File: config.mk
export PLATFORM = sky130hd
export DESIGN_NAME = align_shift_unit
export DESIGN_NICKNAME = d
export VERILOG_FILES = /design/src/rtl/align_shift_unit.sv
export SDC_FILE = /design/constraint.sdc
export NUM_CORES = 1
export LEC_CHECK = 0
export ABC_AREA = 1
export BUFFER_PORTS_ARGS = -buffer_cell sky130_fd_sc_hd__buf_4
export CAP_MARGIN = 25
export CORE_MARGIN = 1
export CORE_UTILIZATION = 50
export DETAILED_ROUTE_END_ITERATION = 12
export PLACE_DENSITY = 0.87
export SETUP_SLACK_MARGIN = 0.02
export SLEW_MARGIN = 25
export SYNTH_ARGS = -nofsm -noshare
export SYNTH_HDL_FRONTEND = slang
export SYNTH_SLANG_ARGS = --single-unit
File: constraint.sdc
create_clock -name i_clk -period 2.2 [get_ports i_clk]
set_clock_uncertainty 0.1 [all_clocks]
set_input_delay 0.22 -clock i_clk [delete_from_list [all_inputs] [get_ports i_clk]]
set_output_delay 0.22 -clock i_clk [all_outputs]
set_load 0.05 [all_outputs]
File: src/rtl/align_shift_unit.sv
// FP32 adder alignment stage: orders two operands by magnitude and right-shifts the smaller
// mantissa a few bits per cycle with sticky collection. Define ALIGN_DENORM_EN to keep denormals.
module align_shift_unit #(
  parameter int SIZE_EXP   = 8,
  parameter int SIZE_MAN   = 28,
  parameter int SHIFT_STEP = 4
) (
  input  logic                i_clk,
  input  logic                i_rst_n,
  input  logic                i_valid,
  output logic                o_ready,
  input  logic [31:0]         i_data_a,
  input  logic [31:0]         i_data_b,
  output logic                o_valid,
  input  logic                i_ready,
  output logic [SIZE_MAN-1:0] o_man_big,
  output logic [SIZE_MAN-1:0] o_man_small,
  output logic [SIZE_EXP-1:0] o_exp,
  output logic                o_sign_big,
  output logic                o_sign_small,
  output logic                o_swap
);

  localparam int REM_W = $clog2(SIZE_MAN + 1);
  localparam logic [REM_W-1:0]    REM_MAX  = REM_W'(SIZE_MAN);
  localparam logic [REM_W-1:0]    REM_STEP = REM_W'(SHIFT_STEP);
  localparam logic [SIZE_EXP-1:0] EXP_MAX  = SIZE_EXP'(SIZE_MAN);

  typedef enum logic [1:0] {IDLE, SHIFT, DONE} state_t;

  typedef struct packed {
    logic                sign;
    logic [SIZE_EXP-1:0] exp;
    logic [SIZE_MAN-1:0] man;
  } operand_t;

  // Mantissa goes in the top 24 bits; the low GRS bits start out clear.
  function automatic operand_t unpack(input logic [31:0] word);
    operand_t op;
    op.sign = word[31];
    op.man  = '0;
    if (word[30:23] == 8'd0) begin
`ifdef ALIGN_DENORM_EN
      op.exp = SIZE_EXP'(1);
      op.man[SIZE_MAN-1 -: 24] = {1'b0, word[22:0]};
`else
      op.exp = '0;
`endif
    end else begin
      op.exp = SIZE_EXP'(word[30:23]);
      op.man[SIZE_MAN-1 -: 24] = {1'b1, word[22:0]};
    end
    return op;
  endfunction

  state_t              state;
  state_t              state_next;
  logic [SIZE_MAN-1:0] man_big;
  logic [SIZE_MAN-1:0] man_small;
  logic [SIZE_EXP-1:0] exp_big;
  logic                sign_big;
  logic                sign_small;
  logic                swap;
  logic [REM_W-1:0]    remaining;

  operand_t            op_a;
  operand_t            op_b;
  operand_t            op_big;
  operand_t            op_small;
  logic                a_is_big;
  logic [SIZE_EXP-1:0] exp_diff;
  logic [REM_W-1:0]    shift_total;
  logic                accept;

  logic [REM_W-1:0]    step;
  logic [REM_W-1:0]    remaining_next;
  logic [SIZE_MAN-1:0] out_mask;
  logic [SIZE_MAN-1:0] man_shifted;
  logic                lost;

  assign accept = i_valid && (state == IDLE);

  // Comparing exponent then full mantissa (hidden bit included) orders denormals correctly too.
  always_comb begin
    op_a        = unpack(i_data_a);
    op_b        = unpack(i_data_b);
    a_is_big    = {op_a.exp, op_a.man} >= {op_b.exp, op_b.man};
    op_big      = a_is_big ? op_a : op_b;
    op_small    = a_is_big ? op_b : op_a;
    exp_diff    = op_big.exp - op_small.exp;
    shift_total = (exp_diff > EXP_MAX) ? REM_MAX : REM_W'(exp_diff);
  end

  always_comb begin
    step           = (remaining < REM_STEP) ? remaining : REM_STEP;
    out_mask       = ~({SIZE_MAN{1'b1}} << step);
    lost           = |(man_small & out_mask);
    man_shifted    = man_small >> step;
    man_shifted[0] = man_shifted[0] | lost | man_small[0];
    remaining_next = remaining - step;
  end

  always_ff @(posedge i_clk or negedge i_rst_n) begin
    if (!i_rst_n) begin
      state <= IDLE;
    end else begin
      state <= state_next;
    end
  end

  always_comb begin
    state_next = state;
    case (state)
      IDLE: begin
        if (i_valid) begin
          state_next = (shift_total == '0) ? DONE : SHIFT;
        end
      end
      SHIFT: begin
        if (remaining_next == '0) begin
          state_next = DONE;
        end
      end
      DONE: begin
        if (i_ready) begin
          state_next = IDLE;
        end
      end
      default: state_next = IDLE;
    endcase
  end

  // Data only moves on capture and shift edges, so it is frozen while the result is offered.
  always_ff @(posedge i_clk or negedge i_rst_n) begin
    if (!i_rst_n) begin
      man_big    <= '0;
      man_small  <= '0;
      exp_big    <= '0;
      sign_big   <= 1'b0;
      sign_small <= 1'b0;
      swap       <= 1'b0;
      remaining  <= '0;
    end else if (accept) begin
      man_big    <= op_big.man;
      man_small  <= op_small.man;
      exp_big    <= op_big.exp;
      sign_big   <= op_big.sign;
      sign_small <= op_small.sign;
      swap       <= !a_is_big;
      remaining  <= shift_total;
    end else if (state == SHIFT) begin
      man_small  <= man_shifted;
      remaining  <= remaining_next;
    end
  end

  assign o_ready      = (state == IDLE);
  assign o_valid      = (state == DONE);
  assign o_man_big    = man_big;
  assign o_man_small  = man_small;
  assign o_exp        = exp_big;
  assign o_sign_big   = sign_big;
  assign o_sign_small = sign_small;
  assign o_swap       = swap;

endmodule
==> results of run 1 <==
-- routing by layer --
| layer | track usage (%) | GRT overflow |
|---|---|---|
| met4 | 79.3 | 14 |
| met1 | 79.8 | 0 |
| met5 | 35.3 | 0 |
| met2 | 92.2 | 19 |
| met3 | 70.1 | 1 |
-- synth_stat cells, types with 2 or more instances --
library cell | count | area, µm²
o22ai_1 | 11 | 68.8
o2111ai_1 | 2 | 17.5
buf_2 | 2 | 10.0
inv_1 | 110 | 413
nand3_2 | 4 | 40.0
o21ai_1 | 4 | 20.0
nor2_1 | 69 | 259
clkinv_1 | 7 | 26.3
buf_4 | 4 | 30.0
inv_2 | 3 | 11.3
dfrtp_1 | 70 | 1750
nand3b_1 | 4 | 30.0
a21oi_1 | 32 | 160
nand4_1 | 8 | 50.1
conb_1 | 2 | 7.51
o21ai_0 | 40 | 200
nand2_4 | 6 | 67.6
o211ai_1 | 16 | 120
nand2_2 | 12 | 75.1
a21o_1 | 4 | 30.0
ha_1 | 33 | 413
clkbuf_1 | 42 | 158
o221ai_1 | 52 | 455
nor2_2 | 4 | 25.0
o21a_1 | 2 | 15.0
nand2_1 | 238 | 893
nor3_1 | 3 | 15.0
a22o_1 | 2 | 17.5
nand3_1 | 37 | 185
-- logic make-up after synthesis --
| logic type | share of synthesized area (%) |
|---|---|
| fa+ha+maj | 7.22 |
| compound gates | 20.6 |
| simple gates | 29.4 |
| xor+xnor | 0.306 |
| other cells | 0.131 |
| buf+inv | 11.7 |
| flops | 30.6 |
-- per-stage QoR --
stage	hold WS, ps	util, %
CTS	66.7	84.7
global placement	58.9	72.5
detailed placement	62.1	72.5
floorplan	-176	-
-- repair_timing --
action | in CTS
pin swaps | 54
buffers inserted | 23
resized for setup | 158
hold endpoints to repair | 27
cloned | 9
endpoints found under the setup margin | 66
hold buffers | 1
==> metrics.md, run 1 <==
| Metric | Value |
|---|---|
| Status | `aborted with a tool error` |
| Stopped at | `global routing (5_1_grt)` |
| Run-stopping error | `[ERROR GRT-0232] Routing congestion too high. Check the congestion heatmap in the GUI.` |
| I/O Pins | `137` |
| Worst_ep grt | `remaining[3]$_DFFE_PN0P_/D` |
| Seq/Total Area, Yosys | `30.6%` |
| Synth Register Bits | `70` |
| Synth Flop Type | `dfrtp_1` |
| Syn avg cell area | `6.82 µm²` |
| Largest net degree at the start of global routing | `50` |
| Buffers on Ports | `132` |
| Clk buf depth | `2` |
| GR Overflow Total | `34` |
| Pre-CTS setup slack | `-1350 ps` |
| Die width | `109 µm` |
| CTS Buf Count | `9` |
| Die height | `109 µm` |
| EDFF count, synth | `0` |
| Initial Utilization | `52.1%` |
| Worst EP kind | `sequential cell input` |
| H-tree depth | `3` |
| Num rows | `38` |
| Post-Syn Area | `5720 µm²` |
| DP HPWL | `15.0 mm` |
| Cells after DPL | `1215` |
| Clock Root Buffer | `clkbuf_16` |
| Cell variety after synth | `45` |
| Synth Instances | `839` |
| Routability cong. | `0.982` |
| FFs w/ async S/R, synth | `100%` |
| Total GRT Usage | `79.9%` |
| Area after DPL | `7960 µm²` |
| YS warnings | `0` |
| Clock Sinks | `70` |
==> run 2, diff against run 1 <==
--- a/config.mk
+++ b/config.mk
@@ -9,10 +9,9 @@
 export BUFFER_PORTS_ARGS = -buffer_cell sky130_fd_sc_hd__buf_4
 export CAP_MARGIN = 25
 export CORE_MARGIN = 1
-export CORE_UTILIZATION = 50
+export CORE_UTILIZATION = 35
 export DETAILED_ROUTE_END_ITERATION = 12
-export PLACE_DENSITY = 0.87
-export SETUP_SLACK_MARGIN = 0.02
+export PLACE_DENSITY_LB_ADDON = 0.15
 export SLEW_MARGIN = 25
 export SYNTH_ARGS = -nofsm -noshare
 export SYNTH_HDL_FRONTEND = slang
==> constraint.sdc (replaced) <==
create_clock -name i_clk -period 2.9 [get_ports i_clk]
set_clock_uncertainty 0.1 [all_clocks]
set_input_delay 0.29 -clock i_clk [delete_from_list [all_inputs] [get_ports i_clk]]
set_output_delay 0.29 -clock i_clk [all_outputs]
set_load 0.05 [all_outputs]
==> metrics.md, run 2 <==
| Metric | Value |
|---|---|
| GR Overflow Total | `0` |
| Clock Sinks | `70 (unchanged)` |
| Worst path slowest cell | `ha_1` |
| Die height | `130 µm (was 109 µm)` |
| Critical path class | `input port to flop` |
| Buffers on Ports | `132 (unchanged)` |
| Largest net degree at the start of global routing | `71` |
| Vias in the first global route | `6144` |
| WL/cell | `16.4 µm` |
| I/O Pins | `137 (unchanged)` |
| Clock Root Buffer | `clkbuf_16 (unchanged)` |
| Initial Utilization | `35.9% (was 52.1%)` |
| Drt pass-1 iters | `5` |
| FFs w/ async S/R, synth | `100% (unchanged)` |
| RSZ-0062 raised after global routing | `true` |
| Area after DPL | `7890 µm² (was 7960 µm²)` |
| Num rows | `46 (was 38)` |
| Highest Signal Layer | `met4` |
| Vias | `6660` |
| ANT nets after route | `0` |
| ANT cells | `0` |
| # DRC | `0` |
| Arr. time, crit path | `3350 ps` |
| Worst-Skew Late Latency | `350 ps` |
| Layout cells sized above 1 | `43.4%` |
| Count leader, synth | `nand2_1 (unchanged)` |
| Post-synth top cells | `nand2_1, inv_1, dfrtp_1 (unchanged)` |
| Startpoint types | `input port` |
| Total GRT Usage | `25.4%` |
| Area grow syn2layout | `63.1%` |
| Clk slew on worst S/H paths | `60 ps` |
| CTS tree | `done` |
| Post-Syn Area | `5720 µm² (unchanged)` |
| Met2 WL | `9.76 mm` |
| Max Fanout on Critical Path | `6` |
| Period minus WS final | `3210 ps` |
| Critical path's largest stage delay | `300 ps` |
| Core area | `15900 µm²` |
| Syn avg cell area | `6.82 µm² (unchanged)` |
| Pwr per Cell Area | `912 nW/µm²` |
| First-pass GRT wire length | `32.7 mm` |
| Initial antenna violation count | `0` |
| Status | `complete, but fails checks (was aborted with a tool error)` |
| # fillers | `1479` |
| Largest cells by area after synthesis | `dfrtp_1, nand2_1, o221ai_1 (unchanged)` |
| Seq/Total Area, Yosys | `30.6% (unchanged)` |
| Worst VDD drop | `0.000484 V` |
| Worst Tran Pin Value | `685 ps` |
| Final setup margin | `-311 ps` |
| Fin area | `9330 µm²` |
| Non-Filler Instances | `1316` |
| Overall Power | `0.00851 W` |
| Post-synth top area cell | `dfrtp_1 (unchanged)` |
| Synth Register Bits | `70 (unchanged)` |
| EDFF count, synth | `0 (unchanged)` |
| Clk buf depth | `2 (unchanged)` |
| Worst path required time | `3040 ps` |
| Max Clk Rate | `0.311 GHz` |
| CTS Buf Count | `9 (unchanged)` |
| Iter 0 DRT Violations | `441` |
| CP top delay family | `simple AND/OR/NAND/NOR gates` |
| Violations in the final reports | `negative setup slack` |
| Max FFs per register | `28` |
| Commonest non-fill, non-tap cell in the layout | `buf_4` |
| Via-to-Cell Ratio | `5.06` |
| Setup crit end kind | `flop` |
| Final setup viols | `37` |
| Max cap viols | `0` |
| Post-layout util | `58.5%` |
| Slew margin rel. | `54.3%` |
| Synth top area share | `30.6% (unchanged)` |
| Routability cong. | `0.888 (was 0.982)` |
| WL met3 | `1.07 mm` |
| Cells after DPL | `1276 (was 1215)` |
| Leakage | `4.59 nW` |
| Setup TNS | `-3110 ps` |
| Most frequent cells in the layout | `buf_4, nand2_1, inv_1` |
| WL final | `21.6 mm` |
| Synth Flop Type | `dfrtp_1 (unchanged)` |
| Final period utilization | `111%` |
| YS warnings | `0 (unchanged)` |
| Die width | `130 µm (was 109 µm)` |
| Cell variety after synth | `45 (unchanged)` |
| Post-Route M1 WL | `10.4 mm` |
| Worst min-delay path class | `input port to flop` |
| Nets@finish | `1196` |
| Final Hold Viols | `0` |
| Die area | `16900 µm²` |
| DP HPWL | `15.7 mm (was 15.0 mm)` |
| Slew Limit Fails | `0` |
| Synth Instances | `839 (unchanged)` |
| H-tree depth | `3 (unchanged)` |
| Crit path buf inv count | `7` |
## run 2: stage by stage
stage	setup slack [ps]	hold WS, ps
3_3_place_gp	-622	366
5_1_grt	-519	132
4_1_cts	-275	40.0
2_1_floorplan	-220	-106
3_5_place_dp	-678	375
6_report	-311	99.9
## run 2: metal layers
metal,vias up,GRT usage [%]
li1,3325,-
met1,3080,37.5
met2,232,38.3
met3,23,3.44
met4,0,7.66
met5,-,0
## run 2: layout make-up
class                      count  area, µm²  area share, %
multi-input combinational    603       4090           43.9
timing repair buffer         290       2430           26.1
sequential                    70       1750           18.8
inverter                     120        484           5.19
tap                          216        270           2.90
clock buffer                  11        233           2.49
clock inverter                 5       50.0          0.537
timing repair inverter         1       11.3          0.121
## run 2: kinds of logic (layout without fill, tap and decap cells)
kind of cell    count (synthesis)  after routing  share of synthesized area [%]
simple gates                  390            390                           29.4
compound gates                173            173                           20.6
buf+inv                       169            427                           11.7
flops                          70             70                           30.6
fa+ha+maj                      33             33                           7.22
other cells                     2              5                          0.131
xor+xnor                        2              2                          0.306
## run 2: final timing paths
kind | from | to | slack, ps | depth (start not counted)
worst max-delay path | i_data_a[23] | remaining[3] | -310 | 29
worst min-delay path | i_ready | state[1] | 100 | 4
worst max register to register | remaining[4] | o_man_small[4] | 410 | 11
worst min register to register | o_swap | o_swap | 390 | 2
max in group asynchronous | i_rst_n | o_exp[1] | 1790 | 2
min in group asynchronous | i_rst_n | o_swap | 430 | 2
## run 2: worst min-delay path, cell delays in order
cell	delay (ps)
buf_4	80
nor3_1	40
inv_1	60
nand2_1	50
## run 2: repair_timing
action	4_1_cts	5_1_grt
endpoints found under the hold margin	0	70
resized for setup	58	138
cloned	3	5
pin swaps	30	64
hold buffers	0	1
buffers inserted	8	8
setup endpoints to repair	18	64
## run 2: power breakdown
part           switching, W  leakage, nW  internal [W]
Clock              0.000443        0.143      0.000661
Sequential         0.000389        0.860       0.00145
Combinational       0.00361         3.58       0.00195
Total               0.00444         4.59       0.00407
Note: power is estimated with default switching activity, not from simulation.
